--- config.mk ---
export PLATFORM = sky130hd
export DESIGN_NAME = axi4_lite_slave_regs
export DESIGN_NICKNAME = d
export VERILOG_FILES = /design/src/rtl/axi4_lite_slave_regs_pkg.sv /design/src/rtl/axi4_lite_regfile.sv /design/src/rtl/axi4_lite_slave_regs.sv
export SDC_FILE = /design/constraint.sdc
export NUM_CORES = 1
export LEC_CHECK = 0
export CAP_MARGIN = 20
export CELL_PAD_IN_SITES_DETAIL_PLACEMENT = 1
export CELL_PAD_IN_SITES_GLOBAL_PLACEMENT = 1
export CORE_UTILIZATION = 57
export CTS_BUF_LIST = sky130_fd_sc_hd__clkbuf_8
export CTS_CLUSTER_SIZE = 24
export DETAILED_ROUTE_END_ITERATION = 7
export GPL_TIMING_DRIVEN = 0
export PLACE_DENSITY_LB_ADDON = 0.1
export SYNTH_ARGS = -nofsm -noshare
export SYNTH_HDL_FRONTEND = slang
export SYNTH_SLANG_ARGS = --single-unit
--- constraint.sdc ---
create_clock -name ACLK -period 54.5 [get_ports ACLK]
set_input_delay 5.45 -clock ACLK [delete_from_list [all_inputs] [get_ports ACLK]]
set_output_delay 5.45 -clock ACLK [all_outputs]
set_load 0.02 [all_outputs]
--- src/rtl/axi4_lite_slave_regs_pkg.sv ---
// Shared defaults and FSM state types for the AXI4-Lite register responder.
package axi4_lite_Defs;

  localparam int unsigned Addr_Width = 32;
  localparam int unsigned Data_Width = 32;
  localparam int unsigned NUM_REGS   = 16;

  typedef enum logic {W_IDLE, W_RESP} wr_state_t;
  typedef enum logic {R_IDLE, R_DATA} rd_state_t;

endpackage

--- src/rtl/axi4_lite_regfile.sv ---
// Register array with one write port and one registered read port.
// Asynchronous active-high clear empties the array and the read register.
module axi4_lite_regfile #(
  parameter int unsigned NUM_REGS   = 16,
  parameter int unsigned Data_Width = 32,
  localparam int unsigned IdxW      = $clog2(NUM_REGS)
) (
  input  logic                  clk,
  input  logic                  rst,
  input  logic                  we,
  input  logic [IdxW-1:0]       waddr,
  input  logic [Data_Width-1:0] wdata,
  input  logic                  re,
  input  logic                  rzero,
  input  logic [IdxW-1:0]       raddr,
  output logic [Data_Width-1:0] rdata
);

  logic [Data_Width-1:0] mem [NUM_REGS];

  // Storage: commit a write on we, clear everything on reset.
  always_ff @(posedge clk or posedge rst) begin
    if (rst) begin
      for (int unsigned i = 0; i < NUM_REGS; i++) begin
        mem[i] <= '0;
      end
    end else if (we) begin
      mem[waddr] <= wdata;
    end
  end

  // Read register: loads only on re, so data stays stable while the master stalls.
  // A same-edge write is not yet visible here, so the pre-write value is returned.
  always_ff @(posedge clk or posedge rst) begin
    if (rst) begin
      rdata <= '0;
    end else if (re) begin
      rdata <= rzero ? '0 : mem[raddr];
    end
  end

endmodule

--- src/rtl/axi4_lite_slave_regs.sv ---
// AXI4-Lite responder exposing NUM_REGS read/write registers.
// Write and read paths are independent FSMs; all handshake outputs are registered.
module axi4_lite_slave_regs
  import axi4_lite_Defs::*;
#(
  parameter int unsigned Addr_Width = axi4_lite_Defs::Addr_Width,
  parameter int unsigned Data_Width = axi4_lite_Defs::Data_Width,
  parameter int unsigned NUM_REGS   = axi4_lite_Defs::NUM_REGS
) (
  input  logic                  ACLK,
  input  logic                  ARESET,
  input  logic [Addr_Width-1:0] AWADDR,
  input  logic                  AWVALID,
  output logic                  AWREADY,
  input  logic [Data_Width-1:0] WDATA,
  input  logic                  WVALID,
  output logic                  WREADY,
  output logic                  BVALID,
  input  logic                  BREADY,
  input  logic [Addr_Width-1:0] ARADDR,
  input  logic                  ARVALID,
  output logic                  ARREADY,
  output logic [Data_Width-1:0] RDATA,
  output logic                  RVALID,
  input  logic                  RREADY
);

  localparam int unsigned IdxW = $clog2(NUM_REGS);
  localparam logic [Addr_Width-1:0] NumRegsAddr = Addr_Width'(NUM_REGS);

  // ---------------------------------------------------------------- write path
  wr_state_t             wr_state, wr_state_next;
  logic                  aw_done, aw_done_next;
  logic                  w_done, w_done_next;
  logic [Addr_Width-1:0] aw_addr, aw_addr_next;
  logic [Data_Width-1:0] w_data, w_data_next;
  logic                  awready_next, wready_next, bvalid_next;

  logic                  aw_hs, w_hs, aw_have, w_have, wr_commit, wr_in_range;
  logic [Addr_Width-1:0] commit_addr;
  logic [Data_Width-1:0] commit_data;

  assign aw_hs   = AWVALID & AWREADY;
  assign w_hs    = WVALID & WREADY;
  assign aw_have = aw_done | aw_hs;
  assign w_have  = w_done | w_hs;

  // Commit as soon as both halves are in hand, bypassing the capture regs on the
  // handshake edge so same-cycle AW+W needs no extra cycle.
  assign wr_commit   = (wr_state == W_IDLE) & aw_have & w_have;
  assign commit_addr = aw_hs ? AWADDR : aw_addr;
  assign commit_data = w_hs ? WDATA : w_data;
  assign wr_in_range = (commit_addr >> 2) < NumRegsAddr;

  // Write state, capture flags/registers and registered handshake outputs.
  always_ff @(posedge ACLK or posedge ARESET) begin
    if (ARESET) begin
      wr_state <= W_IDLE;
      aw_done  <= 1'b0;
      w_done   <= 1'b0;
      aw_addr  <= '0;
      w_data   <= '0;
      AWREADY  <= 1'b0;
      WREADY   <= 1'b0;
      BVALID   <= 1'b0;
    end else begin
      wr_state <= wr_state_next;
      aw_done  <= aw_done_next;
      w_done   <= w_done_next;
      aw_addr  <= aw_addr_next;
      w_data   <= w_data_next;
      AWREADY  <= awready_next;
      WREADY   <= wready_next;
      BVALID   <= bvalid_next;
    end
  end

  // Write next-state: independent AW/W capture, commit, then wait for B handshake.
  always_comb begin
    wr_state_next = wr_state;
    aw_done_next  = aw_done;
    w_done_next   = w_done;
    aw_addr_next  = aw_addr;
    w_data_next   = w_data;
    case (wr_state)
      W_IDLE: begin
        if (aw_hs) aw_addr_next = AWADDR;
        if (w_hs)  w_data_next  = WDATA;
        if (wr_commit) begin
          wr_state_next = W_RESP;
          aw_done_next  = 1'b0;
          w_done_next   = 1'b0;
        end else begin
          aw_done_next = aw_have;
          w_done_next  = w_have;
        end
      end
      W_RESP: begin
        if (BVALID & BREADY) wr_state_next = W_IDLE;
      end
      default: wr_state_next = W_IDLE;
    endcase
  end

  // Write outputs for the next cycle, derived from the next state.
  always_comb begin
    awready_next = (wr_state_next == W_IDLE) & ~aw_done_next;
    wready_next  = (wr_state_next == W_IDLE) & ~w_done_next;
    bvalid_next  = (wr_state_next == W_RESP);
  end

  // ----------------------------------------------------------------- read path
  rd_state_t rd_state, rd_state_next;
  logic      arready_next, rvalid_next;
  logic      ar_hs, rd_in_range;

  assign ar_hs       = ARVALID & ARREADY;
  assign rd_in_range = (ARADDR >> 2) < NumRegsAddr;

  // Read state and registered handshake outputs.
  always_ff @(posedge ACLK or posedge ARESET) begin
    if (ARESET) begin
      rd_state <= R_IDLE;
      ARREADY  <= 1'b0;
      RVALID   <= 1'b0;
    end else begin
      rd_state <= rd_state_next;
      ARREADY  <= arready_next;
      RVALID   <= rvalid_next;
    end
  end

  // Read next-state: capture address, then hold data until R handshake.
  always_comb begin
    rd_state_next = rd_state;
    case (rd_state)
      R_IDLE:  if (ar_hs) rd_state_next = R_DATA;
      R_DATA:  if (RVALID & RREADY) rd_state_next = R_IDLE;
      default: rd_state_next = R_IDLE;
    endcase
  end

  // Read outputs for the next cycle, derived from the next state.
  always_comb begin
    arready_next = (rd_state_next == R_IDLE);
    rvalid_next  = (rd_state_next == R_DATA);
  end

  // ------------------------------------------------------------------ storage
  axi4_lite_regfile #(
    .NUM_REGS   (NUM_REGS),
    .Data_Width (Data_Width)
  ) u_regfile (
    .clk   (ACLK),
    .rst   (ARESET),
    .we    (wr_commit & wr_in_range),
    .waddr (commit_addr[IdxW+1:2]),
    .wdata (commit_data),
    .re    (ar_hs),
    .rzero (~rd_in_range),
    .raddr (ARADDR[IdxW+1:2]),
    .rdata (RDATA)
  );

endmodule

==> results of run 1 <==
## layout make-up
cell class                      count  area, um^2  share of cell area
Antenna cell                        1       2.502          0.00007919
Buffer                            148       718.2             0.02273
Clock buffer                      123        1693             0.05357
Clock inverter                     38       178.9            0.005662
Inverter                            3       18.77           0.0005939
Multi-Input combinational cell    964       11260              0.3563
Sequential cell                   613       15340              0.4854
Tap cell                          607       759.5             0.02403
Timing Repair Buffer              148        1630             0.05159
## synthesized netlist by cell type (all sizes together)
cell type  count  area (um^2)
a211oi         1        7.510
buf           77        451.7
and2           2        12.51
nor3b          1        7.510
or4b           3        30.03
a32oi          1        8.760
nor4          15        93.84
nand2b         4        25.02
o22a           2        17.52
a211o          2        17.52
mux2         608         6847
nand4b         4        35.03
nor2          11        41.29
inv            3        11.26
nand4          4        25.02
nand2         35        131.4
a22o          32        280.3
or4            4        30.03
a22oi         62        465.5
o21ai          5        25.02
nor2b          3        18.77
a21oi          4        20.02
dfrtp        613        15340
clkbuf        71        266.5
nand3         13        65.06
and4           1        8.760
mux2i          2        20.02
a41oi          1        8.760
nor3          14        120.1
mux4         128         2883
o31ai          2        15.01
## final timing paths
| path | slack, ps | cells past startpoint | endpoint |
|---|---|---|---|
| max | 46350 | 8 | u_regfile.mem[489]$_DFFE_PP0P_ |
| min | 480 | 1 | u_regfile.mem[53]$_DFFE_PP0P_ |
| max reg2reg | 51090 | 7 | u_regfile.mem[145]$_DFFE_PP0P_ |
| min reg2reg | 480 | 1 | u_regfile.mem[53]$_DFFE_PP0P_ |
| max in group asynchronous | 47200 | 5 | u_regfile.mem[181]$_DFFE_PP0P_ |
| min in group asynchronous | 5180 | 2 | u_regfile.mem[291]$_DFFE_PP0P_ |
## kinds of logic after synthesis
logic type             Yosys count  synth area share
multiplexers                   738            0.3567
flip-flops                     613            0.5613
buffers and inverters          151           0.02669
AND/OR/NAND/NOR                114           0.02358
AO/OA/AOI/OAI                  112           0.03168
## power breakdown
group | total (mW) | switching [mW] | internal, mW
logic | 0.187 | 0.121 | 0.0660
clock network | 0.385 | 0.180 | 0.205
registers | 0.496 | 0.0145 | 0.481
## critical path: cells and delay by family
| family | cells | cell delay (ps) |
|---|---|---|
| buffers and inverters | 3 | 1220 |
| AND/OR/NAND/NOR | 3 | 1300 |
| multiplexers | 2 | 740 |
## flip-flops by register name, summed over array words and instances (netlist names)
name and cells:
u_regfile.mem 512, u_regfile.rdata 32, w_data 32, aw_addr 30
ARREADY 1, AWREADY 1, WREADY 1, aw_done 1
rd_state 1, w_done 1, wr_state 1
## per-layer routing
metal  track usage  vias to the layer above
li1              -                     6965
met1        0.4336                     9045
met2        0.5272                      489
met3       0.07303                      148
met4        0.1090                        6
met5             0                        -
## layout by cell type (no fill, tap or decap), types with 2 or more instances in the layout
| cell | count |
|---|---|
| sky130_fd_sc_hd__dfrtp_1 | 613 |
| sky130_fd_sc_hd__mux2_2 | 492 |
| sky130_fd_sc_hd__clkdlybuf4s50_1 | 131 |
| sky130_fd_sc_hd__mux4_2 | 128 |
| sky130_fd_sc_hd__clkbuf_8 | 123 |
| sky130_fd_sc_hd__mux2_1 | 116 |
| sky130_fd_sc_hd__clkbuf_1 | 71 |
| sky130_fd_sc_hd__a22oi_1 | 62 |
| sky130_fd_sc_hd__buf_2 | 43 |
| sky130_fd_sc_hd__nand2_1 | 35 |
| sky130_fd_sc_hd__inv_1 | 33 |
| sky130_fd_sc_hd__a22o_1 | 32 |
| sky130_fd_sc_hd__buf_1 | 18 |
| sky130_fd_sc_hd__buf_6 | 16 |
| sky130_fd_sc_hd__nor4_1 | 15 |
| sky130_fd_sc_hd__nand3_1 | 13 |
| sky130_fd_sc_hd__nor2_1 | 11 |
| sky130_fd_sc_hd__nor3_2 | 10 |
| sky130_fd_sc_hd__buf_8 | 8 |
| sky130_fd_sc_hd__buf_16 | 6 |
| sky130_fd_sc_hd__o21ai_0 | 5 |
| sky130_fd_sc_hd__clkinv_2 | 5 |
| sky130_fd_sc_hd__nand4_1 | 4 |
| sky130_fd_sc_hd__a21oi_1 | 4 |
| sky130_fd_sc_hd__or4_1 | 4 |
| sky130_fd_sc_hd__nor3_1 | 4 |
| sky130_fd_sc_hd__nand2b_1 | 4 |
| sky130_fd_sc_hd__nand4b_1 | 4 |
| sky130_fd_sc_hd__nor2b_1 | 3 |
| sky130_fd_sc_hd__buf_4 | 3 |
| sky130_fd_sc_hd__or4b_1 | 3 |
| sky130_fd_sc_hd__and2_1 | 2 |
| sky130_fd_sc_hd__mux2i_1 | 2 |
| sky130_fd_sc_hd__a211o_1 | 2 |
| sky130_fd_sc_hd__o31ai_1 | 2 |
| sky130_fd_sc_hd__o22a_1 | 2 |
==> results by stage, run 1 <==
Run status:
- The run finished with clean final reports.

Clock network:
- TritonCTS built the clock tree.
- Hold repair after CTS inserted 0 buffers.
- The buffers inserted during post-CTS setup optimization is 0.
- After clock tree synthesis, the clock-pin slew on the worst setup and hold paths is roughly 60 ps.
- The post-cts sizing count is 0.
- The cell sitting at the root of the clock tree is a sky130_fd_sc_hd__clkbuf_8.
- The H-tree was split into 3 levels.
- Clock tree synthesis found a total of around 610 sinks.
- For the worst-skew pair, the clock arrives at the later sink with an insertion delay of about 700 ps.
- In this run, CTS created clock tree buffers numbering slightly below 100.
- The maximum root-to-sink buffer count is 3.

Route:
- The number of DRC violations after detailed-routing iteration 0 is 1168.
- The highest routing layer actually used is met5.
- For this run, the detailed router's first-pass iteration total came to 5.
- After detailed routing, the total wire length is about 76000 um.
- The remaining design rule violation count is 0.
- In the detailed route, the total length drawn on met3 is roughly 4400 um.
- The sum of routed wire segments on met1 is 31970 um.
- The average vias per placed instance is 6.296.
- For this block, the via count after detailed routing is 16650.
- The number of antenna-violating nets in the routed design is 0.
- Dividing the detail-routed wire length by the instance count gives approximately 29 um.
- The amount of wire on met2 after detailed routing is 37680 um.

Pwr:
- The highest ir drop seen on vdd is approximately 0.000025 V.
- For this design the static power due to leakage is between 15 and 20 nW.
- The overall power consumption is about 1.1 mW.
- Dividing total power by cell area gives a power density of 33.78 mW/mm^2.

Critical path:
- Traced cell by cell, the critical path runs through clkdlybuf4s50_1 -> nor4_1 -> nand4_1 -> mux2_2 -> buf_1 -> nor3_2 -> buf_2 -> mux2_2.
- Of all nets on the critical path, the largest fanout is 10.
- The delay of the slowest cell on the worst path is ~740 ps.
- The path type of the worst setup path is in -> reg.
- The startpoint of the worst setup timing path is AWADDR[28].
- The data required time of the critical path is ~55000 ps.
- The type of origin of the critical path is a primary input.
- In this design, the critical path's most frequently occurring cell is sky130_fd_sc_hd__mux2_2.
- In this run the critical register-to-register path is launched from AWREADY$_DFF_PP0_.
- At the worst endpoint, the arrival time is 8710 ps.
- The slowest stage of the critical path is the sky130_fd_sc_hd__nor3_2 cell.
- The critical path endpoint category is a register.

Floorplan:
- The floorplan has 79 rows.
- 140 I/O pins were placed.
- The core area is about 0.047 mm^2.
- From left edge to right edge, the die measures approximately 220 um.
- From bottom edge to top edge, the die measures around 220 um.
- The initial utilization of the core area, before any placement, comes to 0.5821.
- The die covers roughly 0.049 mm^2.

Synthesis:
- Counting every instance in the synthesized netlist gives between 1500 and 2000.
- The mean instance size in the synthesized netlist is approximately 16 um^2.
- The post-synthesis sequential area ratio is 0.5613.
- The synthesis-stage register bit count is about 610.
- The synthesized netlist contains 36 unique library cells.
- Synthesis produced a netlist with a net count of ~1800.
- The synthesized area is 0.02733 mm^2.
- During synthesis, Yosys emitted a total of 0 warnings.

Placed design:
- The number of buffer cells added on primary ports is between 100 and 150.
- The total placed cells including tap cells is roughly 2500.
- The instance area at placement is between 0.02 and 0.03 mm^2.
- Summed over all nets, the half-perimeter wirelength after detailed placement is 49660 um.
- Timing analysis after detailed placement gives a worst setup slack of about 46000 ps.
- The final RePlAce weighted congestion is ~0.8.

GRT:
- The first global-routing pass estimated around 120000 um of wire.
- The maximum number of pins on one net before global-route repair is between 100 and 150.
- The initial antenna violation count is 5.
- The overall routing resource usage is 0.3237.
- For this run the aggregate overflow at the end of global routing stands at 0.
- The via count of the first global-routing pass is between 15000 and 20000.

Layout:
- The proportion of layout cells with a drive suffix above 1 is 0.4109.
- The post-route cell area is roughly 0.032 mm^2.
- The count of filler cells inserted in the layout is between 4000 and 5000.
- The utilization after layout is 0.6730.
- The filler-free cell count of the finished design is 2645.
- Compared with the post-synthesis result, the final layout area differs by 15.63%.
- The count of nets after finishing is 2079.

Timing:
- The final-layout worst hold slack is 484.9 ps.
- The final count of negative-setup-slack endpoints is 0.
- The transition time at the pin with the least slew margin is 1106 ps.
- The total negative setup slack is 0 ps.
- Of the available clock period, the critical path in the final layout requires 0.1495.
- Setup repair after global routing left no endpoint under its margin.
- The clock arrives with about 30 ps of skew.
- The clock period could shrink to 8147 ps.
- The worst slew margin relative to its limit is 0.2629.
- The maximum clock frequency is about 120 MHz.
- The number of max-slew violations in the final report was 0.
- The total count of hold-check failures in the final report is 0.
- The final worst setup slack is about 46000 ps.

Job:
- Across the run, the number of max-cap violations was 0.

Worst hold path:
- The source of the worst hold timing path is u_regfile.mem[53]$_DFFE_PP0P_.
- The tightest min-delay check is of the reg -> reg type.
Note: power is estimated with default switching activity, not from simulation.
==> inputs of run 2 (changes only) <==
--- a/config.mk
+++ b/config.mk
@@ -8,7 +8,7 @@
 export CAP_MARGIN = 20
 export CELL_PAD_IN_SITES_DETAIL_PLACEMENT = 1
 export CELL_PAD_IN_SITES_GLOBAL_PLACEMENT = 1
-export CORE_UTILIZATION = 57
+export CORE_UTILIZATION = 53
 export CTS_BUF_LIST = sky130_fd_sc_hd__clkbuf_8
 export CTS_CLUSTER_SIZE = 24
 export DETAILED_ROUTE_END_ITERATION = 7
==> constraint.sdc (replaced) <==
create_clock -name ACLK -period 7.8 [get_ports ACLK]
set_input_delay 0.78 -clock ACLK [delete_from_list [all_inputs] [get_ports ACLK]]
set_output_delay 0.78 -clock ACLK [all_outputs]
set_load 0.02 [all_outputs]
==> results by stage, run 2 (synthesis results as in run 1) <==
GRT:
- The initial antenna violation count is 2.
- After global routing the overflow that remains totals 0.
- Entering global routing, the biggest net connects 45 pins.
- The wire length of the first global-routing pass is around 120000 um.
- The via count of the first global-routing pass is roughly 19000.
- The overall routing resource usage is 0.2965.

Pwr:
- The power per unit of standard cell area is 234.7 mW/mm^2.
- The internal power is about 5.3 mW.
- The highest ir drop seen on vdd is about 0.00018 V.
- Of the total power, the share spent switching nets is 0.2926.
- In this run the power spent charging and discharging nets is approximately 2.2 mW.
- The logic gate share of total power is 0.173.
- The leakage power of the design is about 15 nW.
- The share of total power dissipated in the clock network is 0.366.
- The share of total power dissipated in sequential elements is 0.461.

Clock network:
- The H-tree depth is 3.
- After clock tree synthesis, the clock-pin slew on the worst setup and hold paths is about 60 ps.
- The clock net in this run drives a total of ~610 sinks.
- TritonCTS built the clock tree.
- The number of buffers inserted during clock tree synthesis is between 100 and 150.
- The number of setup buffers added after CTS is 0.
- The hold buffer count at cts is 0.
- Counting along the longest clock path gives a buffer depth of 3.
- The number of gates resized after CTS was 0.
- The root buffer selected by CTS is sky130_fd_sc_hd__clkbuf_8.
- The clock latency on the worst-skew pair is between 700 and 800 ps.

Layout:
- The register with the most flip-flops in the layout has just over 500 of them.
- In the final layout, the multi-input gates occupy around 0.011 mm^2.
- The count of nets after finishing is around 2100.
- The count of filler cells inserted in the layout is around 4600.
- The register with the most flip-flops in the final layout is u_regfile.mem.
- The commonest non-fill, non-tap cell in the layout is sky130_fd_sc_hd__dfrtp_1.
- The top cell types in the final layout, fill and taps aside, are sky130_fd_sc_hd__dfrtp_1, sky130_fd_sc_hd__mux2_2, sky130_fd_sc_hd__clkdlybuf4s50_1.
- The proportion of layout cells with a drive suffix above 1 is 0.4158.
- For this run, the number of standard cells in the final layout without fillers is 2735.
- The layout overhead on the synthesized area is 17.10%.
- Measured on the finished design, the core utilization comes to 0.6340.
- Across the whole layout, storage elements account for around 0.015 mm^2.
- The largest registers in the layout are u_regfile.mem x512, u_regfile.rdata x32, w_data x32.

Timing:
- Setup repair after global routing left no endpoint under its margin.
- On the final layout, the worst clock skew is 30.34 ps.
- Dividing the final minimum period by the clock period gives 0.4446.
- The final count of negative-setup-slack endpoints is 0.
- The total count of hold-check failures in the final report is 0.
- The minimum clock period is approximately 3500 ps.
- Static timing analysis puts the maximum clock frequency at slightly below 300 MHz.
- In this run the tightest slew margin relative to its limit is 0.2913.
- The number of max-slew violations in the final report was 0.
- The transition time at the pin with the least slew margin is between 1000 and 1500 ps.

Floorplan:
- The site row count is 82.
- The effective utilization at floorplan is 0.5414.
- The chip height is between 200 and 250 um.
- The die covers ~0.052 mm^2.
- The core area is between 0.05 and 0.06 mm^2.
- The die outline width is 229.1 um.
- 140 I/O pins were placed.

Job:
- The max-capacitance violation count is 0.

Critical path:
- In this run the register-to-register setup slack is around 4400 ps.
- The number of cell instances on the worst register-to-register path is 8.
- Along the worst path, the maximum fanout reaches 10.
- The worst register-to-register path begins at AWREADY$_DFF_PP0_.
- STA classifies the critical path startpoint as a primary input.
- The path type of the worst setup path is in -> reg.
- The data required time of the critical path is roughly 8400 ps.
- The end of the worst register-to-register path is u_regfile.mem[137]$_DFFE_PP0P_.
- The critical path endpoint category is a register.
- Data on the critical path arrives at its endpoint at slightly above 4000 ps.

Route:
- In the routed layout, each cell is associated on average with a via count of roughly 6.0.
- The routed design has 74250 um of wire.
- In this run the remaining antenna-violating nets after routing total 0.
- The overall via count from detail_route is 16540.
- The number of DRC violations after detailed-routing iteration 0 is 941.
- In the routed design, unresolved DRC markers number 0.
- The pre-antenna-repair detailed-routing pass consisted of 4 iterations.
- Dividing the detail-routed wire length by the instance count gives approximately 27 um.

Placed design:
- The estimated wirelength of the detail-placed design is around 51000 um.
- Counting tap cells, the placed design contains a total of ~2600 instances.
- The number of buffer cells added on primary ports is approximately 130.
- The final RePlAce weighted congestion is roughly 0.8.

Run status:
- The flow ran to the end, and the final reports show no timing, DRC or antenna violations.

Worst hold path:
- The path class of the lowest-slack min-delay path is in -> async.
-- run 2: layout make-up --
type                       instances  area share
sequential                       613      0.4793
multi-input combinational        964      0.3518
timing repair buffer             160     0.05786
clock buffer                     130     0.05591
tap                              672     0.02627
buffer                           148     0.02244
clock inverter                    43    0.005708
inverter                           3   0.0004692
antenna                            2   0.0001564
-- run 2: per-stage QoR --
step           setup TNS (ps)  setup slack [ps]  hold WS (ps)  total power [mW]  area, um^2
6_report                    0              4332         422.7             7.511       32000
3_3_place_gp         -2861610             -4764         463.1             4.712       29480
3_5_place_dp                0              3673         474.9             4.806       29980
2_1_floorplan         -824530             -1345         452.4             4.297       27330
5_1_grt                     0              4288         458.2             7.834       32000
4_1_cts                     0              4416         389.6             7.566       31950
-- run 2: power by group through the flow --
stage | sequential, mW | combinational [mW] | clock [mW]
2_1_floorplan | 3.50 | 0.794 | 0
3_3_place_gp | 3.51 | 1.20 | 0
3_5_place_dp | 3.52 | 1.29 | 0
4_1_cts | 3.46 | 1.30 | 2.81
5_1_grt | 3.48 | 1.42 | 2.93
6_report | 3.46 | 1.30 | 2.75
-- run 2: worst max path at each step --
stage / from / to / slack, ps / depth (start not counted)
2_1_floorplan: ARESET / ARREADY$_DFF_PP0_ / -1350 / 1
3_3_place_gp: ARESET / w_data[23]$_DFFE_PP0N_ / -4760 / 2
3_5_place_dp: AWADDR[7] / u_regfile.mem[145]$_DFFE_PP0P_ / 3670 / 7
4_1_cts: AWADDR[7] / u_regfile.mem[137]$_DFFE_PP0P_ / 4420 / 7
5_1_grt: AWREADY$_DFF_PP0_ / u_regfile.mem[170]$_DFFE_PP0P_ / 4290 / 7
6_report: AWADDR[7] / u_regfile.mem[137]$_DFFE_PP0P_ / 4330 / 7
-- run 2: worst max-delay path: stages --
cell                              delay [ps]
sky130_fd_sc_hd__clkdlybuf4s50_1         420
sky130_fd_sc_hd__or4_1                   540
sky130_fd_sc_hd__nor2_1                  120
sky130_fd_sc_hd__a32oi_1                 250
sky130_fd_sc_hd__nor3_1                  910
sky130_fd_sc_hd__buf_2                   600
sky130_fd_sc_hd__mux2_2                  400
-- run 2: layer usage --
metal	vias to the layer above	wire length, um	GRT usage
li1	7021	-	-
met3	135	3877	0.06101
met5	-	0	0
met4	0	1999	0.09646
met1	8974	32120	0.4066
met2	407	36240	0.4758
==> inputs of run 3 (changes only) <==
--- a/config.mk
+++ b/config.mk
@@ -8,7 +8,7 @@
 export CAP_MARGIN = 20
 export CELL_PAD_IN_SITES_DETAIL_PLACEMENT = 1
 export CELL_PAD_IN_SITES_GLOBAL_PLACEMENT = 1
-export CORE_UTILIZATION = 53
+export CORE_UTILIZATION = 48
 export CTS_BUF_LIST = sky130_fd_sc_hd__clkbuf_8
 export CTS_CLUSTER_SIZE = 24
 export DETAILED_ROUTE_END_ITERATION = 7
==> constraint.sdc (replaced) <==
create_clock -name ACLK -period 3 [get_ports ACLK]
set_input_delay 0.3 -clock ACLK [delete_from_list [all_inputs] [get_ports ACLK]]
set_output_delay 0.3 -clock ACLK [all_outputs]
set_load 0.02 [all_outputs]
==> results by stage, run 3 (synthesis results as in run 1) <==
Layout:
- Across the whole layout, storage elements account for roughly 0.015 mm^2.
- In the final layout, the registers with the most flip-flops are u_regfile.mem x512, u_regfile.rdata x32, w_data x32.
- The library cells used most frequently in the layout, excluding fill and tap cells, are sky130_fd_sc_hd__dfrtp_1, sky130_fd_sc_hd__mux2_2, sky130_fd_sc_hd__clkbuf_8.
- The count of nets after finishing is 2111.
- With fillers left out, the area of the finished cells amounts to 0.03257 mm^2.
- More flip-flops sit in one register than any other, and that register is u_regfile.mem.
- Counting the fill cells in the layout gives approximately 5300.
- The layout overhead on the synthesized area is 19.19%.
- In the final layout, the multi-input gates occupy between 0.01 and 0.015 mm^2.
- The number of flip-flops under the largest register name is between 500 and 600.
- The filler-free cell count of the finished design is about 2800.
- The library cell used most frequently in the layout, excluding fill and tap cells, is sky130_fd_sc_hd__dfrtp_1.
- The proportion of layout cells with a drive suffix above 1 is 0.4257.

Timing:
- Setup repair after global routing could not meet its margin everywhere.
- The worst slew margin relative to its limit is 0.2931.
- The number of max-slew violations in the final report is 0.
- The maximum clock frequency is between 300 and 400 MHz.
- The total count of hold-check failures in the final report is 0.
- The transition time at the pin with the least slew margin is between 1000 and 1500 ps.
- The minimum clock period is about 2900 ps.
- The final worst setup slack is between 100 and 150 ps.
- Summed over all failing endpoints, the final setup total negative slack is 0 ps.
- Setup violations remaining at the end of the flow were counted as 0.
- The final worst-path cycle share is 0.9523.
- On the final layout, the worst clock skew is about 24 ps.

Floorplan:
- The effective utilization at floorplan is 0.4856.
- The die outline width is between 200 and 250 um.
- The number of I/O pins is 140.
- The floorplan has 87 rows.
- The core area is about 0.056 mm^2.
- The chip height is 240.6 um.
- The floorplan step defined a die boundary enclosing around 0.058 mm^2.

Pwr:
- VDD sags by at most ~0.00040 V.
- The leakage power of the design is 15.75 nW.
- The overall power consumption is approximately 20 mW.
- The power per unit of standard cell area is 617.0 mW/mm^2.

Job:
- The max-capacitance violation count is 0.

Route:
- The remaining design rule violation count is 0.
- The wire length per cell after detailed routing is around 26 um.
- The detailed router placed about 17000 vias in this run.
- The number of DRC violations after detailed-routing iteration 0 is ~900.
- After detailed routing, the number of vias per cell comes to between 5 and 6.
- The total wirelength of the detailed-routed design is around 75000 um.
- In this run the remaining antenna-violating nets after routing total 0.
- The number of iterations in the first detailed-routing pass is 5.

Critical path:
- The number of cells on the worst reg-to-reg path is 8.
- Setup slack on the worst reg-to-reg path comes out at roughly 150 ps.
- The path type of the worst setup path is in -> reg.
- The worst setup path is captured at a register.
- Data arrives at the worst endpoint at around 3400 ps.
- The startpoint identified for the worst register-to-register timing path is AWREADY$_DFF_PP0_.
- The type of origin of the critical path is a primary input.
- STA puts the critical path data required time at around 3600 ps.
- The end of the worst register-to-register path is u_regfile.mem[169]$_DFFE_PP0P_.
- Of all nets on the critical path, the largest fanout is 10.

GRT:
- The initial antenna violation count was 3.
- The total overflow left after global routing is 0.
- The overall routing resource usage is 0.2690.
- The maximum number of pins on one net before global-route repair is 44.
- The via count of the first global-routing pass is around 18000.
- The wire length of the first global-routing pass is about 110000 um.

Placed design:
- The instance area at placement is around 0.030 mm^2.
- Prior to clock tree synthesis, the placed netlist has a worst setup slack of -837.6 ps.
- The total placed cells including tap cells is roughly 2600.
- Detailed placement finished with a half-perimeter wire length of just over 50000 um.
- During placement, the flow inserted port buffers numbering 131.
- The final RePlAce weighted congestion is ~0.77.

Run status:
- The flow ran to the end, and the final reports show no timing, DRC or antenna violations.

Clock network:
- The number of buffers inserted during clock tree synthesis is between 100 and 150.
- Clock tree synthesis selected as its root buffer the cell sky130_fd_sc_hd__clkbuf_8.
- No sink is reached through more buffers than the 3 on the longest clock path.
- TritonCTS built the clock tree.
- The clock latency on the worst-skew pair is roughly 700 ps.
- The post-CTS clock slew at the launch and capture registers of the worst setup and hold paths is approximately 60 ps.
- The clock drives between 600 and 700 sinks.
- The H-tree depth is 3.

Worst hold path:
- The path class of the lowest-slack min-delay path is in -> async.
[run 3: worst max path at each step]
stage / from / endpoint / slack (ps)
CTS: AWREADY$_DFF_PP0_ / u_regfile.mem[136]$_DFFE_PP0P_ / -10
global route: AWREADY$_DFF_PP0_ / u_regfile.mem[344]$_DFFE_PP0P_ / 3
finish: ARADDR[3] / u_regfile.rdata[15]$_DFFE_PP0P_ / 140
floorplan: ARESET / ARREADY$_DFF_PP0_ / -5670
detailed placement: AWADDR[28] / u_regfile.mem[198]$_DFFE_PP0P_ / -840
global placement: ARESET / w_data[23]$_DFFE_PP0N_ / -9300
[run 3: cell type report]
class / count / share of cell area
plain buffers: 148 / 0.02512
flip-flops and latches: 613 / 0.4709
multi-input cells: 964 / 0.3487
inverters: 3 / 0.0004609
repair buffers: 173 / 0.05988
diodes: 2 / 0.0001536
clock buffers: 132 / 0.05577
clock inverters: 53 / 0.009987
well taps: 756 / 0.02904
[run 3: critical path: stages]
cell	delay, ps
sky130_fd_sc_hd__clkbuf_1	590
sky130_fd_sc_hd__clkbuf_1	680
sky130_fd_sc_hd__clkbuf_1	850
sky130_fd_sc_hd__mux4_2	420
sky130_fd_sc_hd__a22oi_1	180
sky130_fd_sc_hd__nand2_1	150
sky130_fd_sc_hd__a22o_1	230
[run 3: repair_timing]
item                                    CTS  global route
pin swaps                                 2             6
buffers inserted                          7             7
resized for setup                        37            23
hold buffers                              1             0
cloned                                    0             0
endpoints found under the setup margin  369           368
hold endpoints to repair                  1             0
[run 3: where the power goes]
| part | switching (mW) | total, mW | internal [mW] |
|---|---|---|---|
| Combinational | 2.18 | 3.40 | 1.22 |
| Sequential | 0.258 | 9.00 | 8.75 |
| Clock | 3.43 | 7.70 | 4.27 |
[run 3: routing by layer]
layer,vias to the layer above,global-route usage,part of all wire
met5,-,0,0.00028
met4,4,0.08435,0.024
met3,117,0.05250,0.053
met2,434,0.4230,0.47
met1,8964,0.3787,0.45
li1,7060,-,-
[run 3: metrics by stage]
stage	hold WS, ps	util
finish	95.23	0.5788
CTS	82.72	0.5752
floorplan	413.7	-
global placement	461.2	0.5258
global route	167.9	0.5788
detailed placement	470.0	0.5336
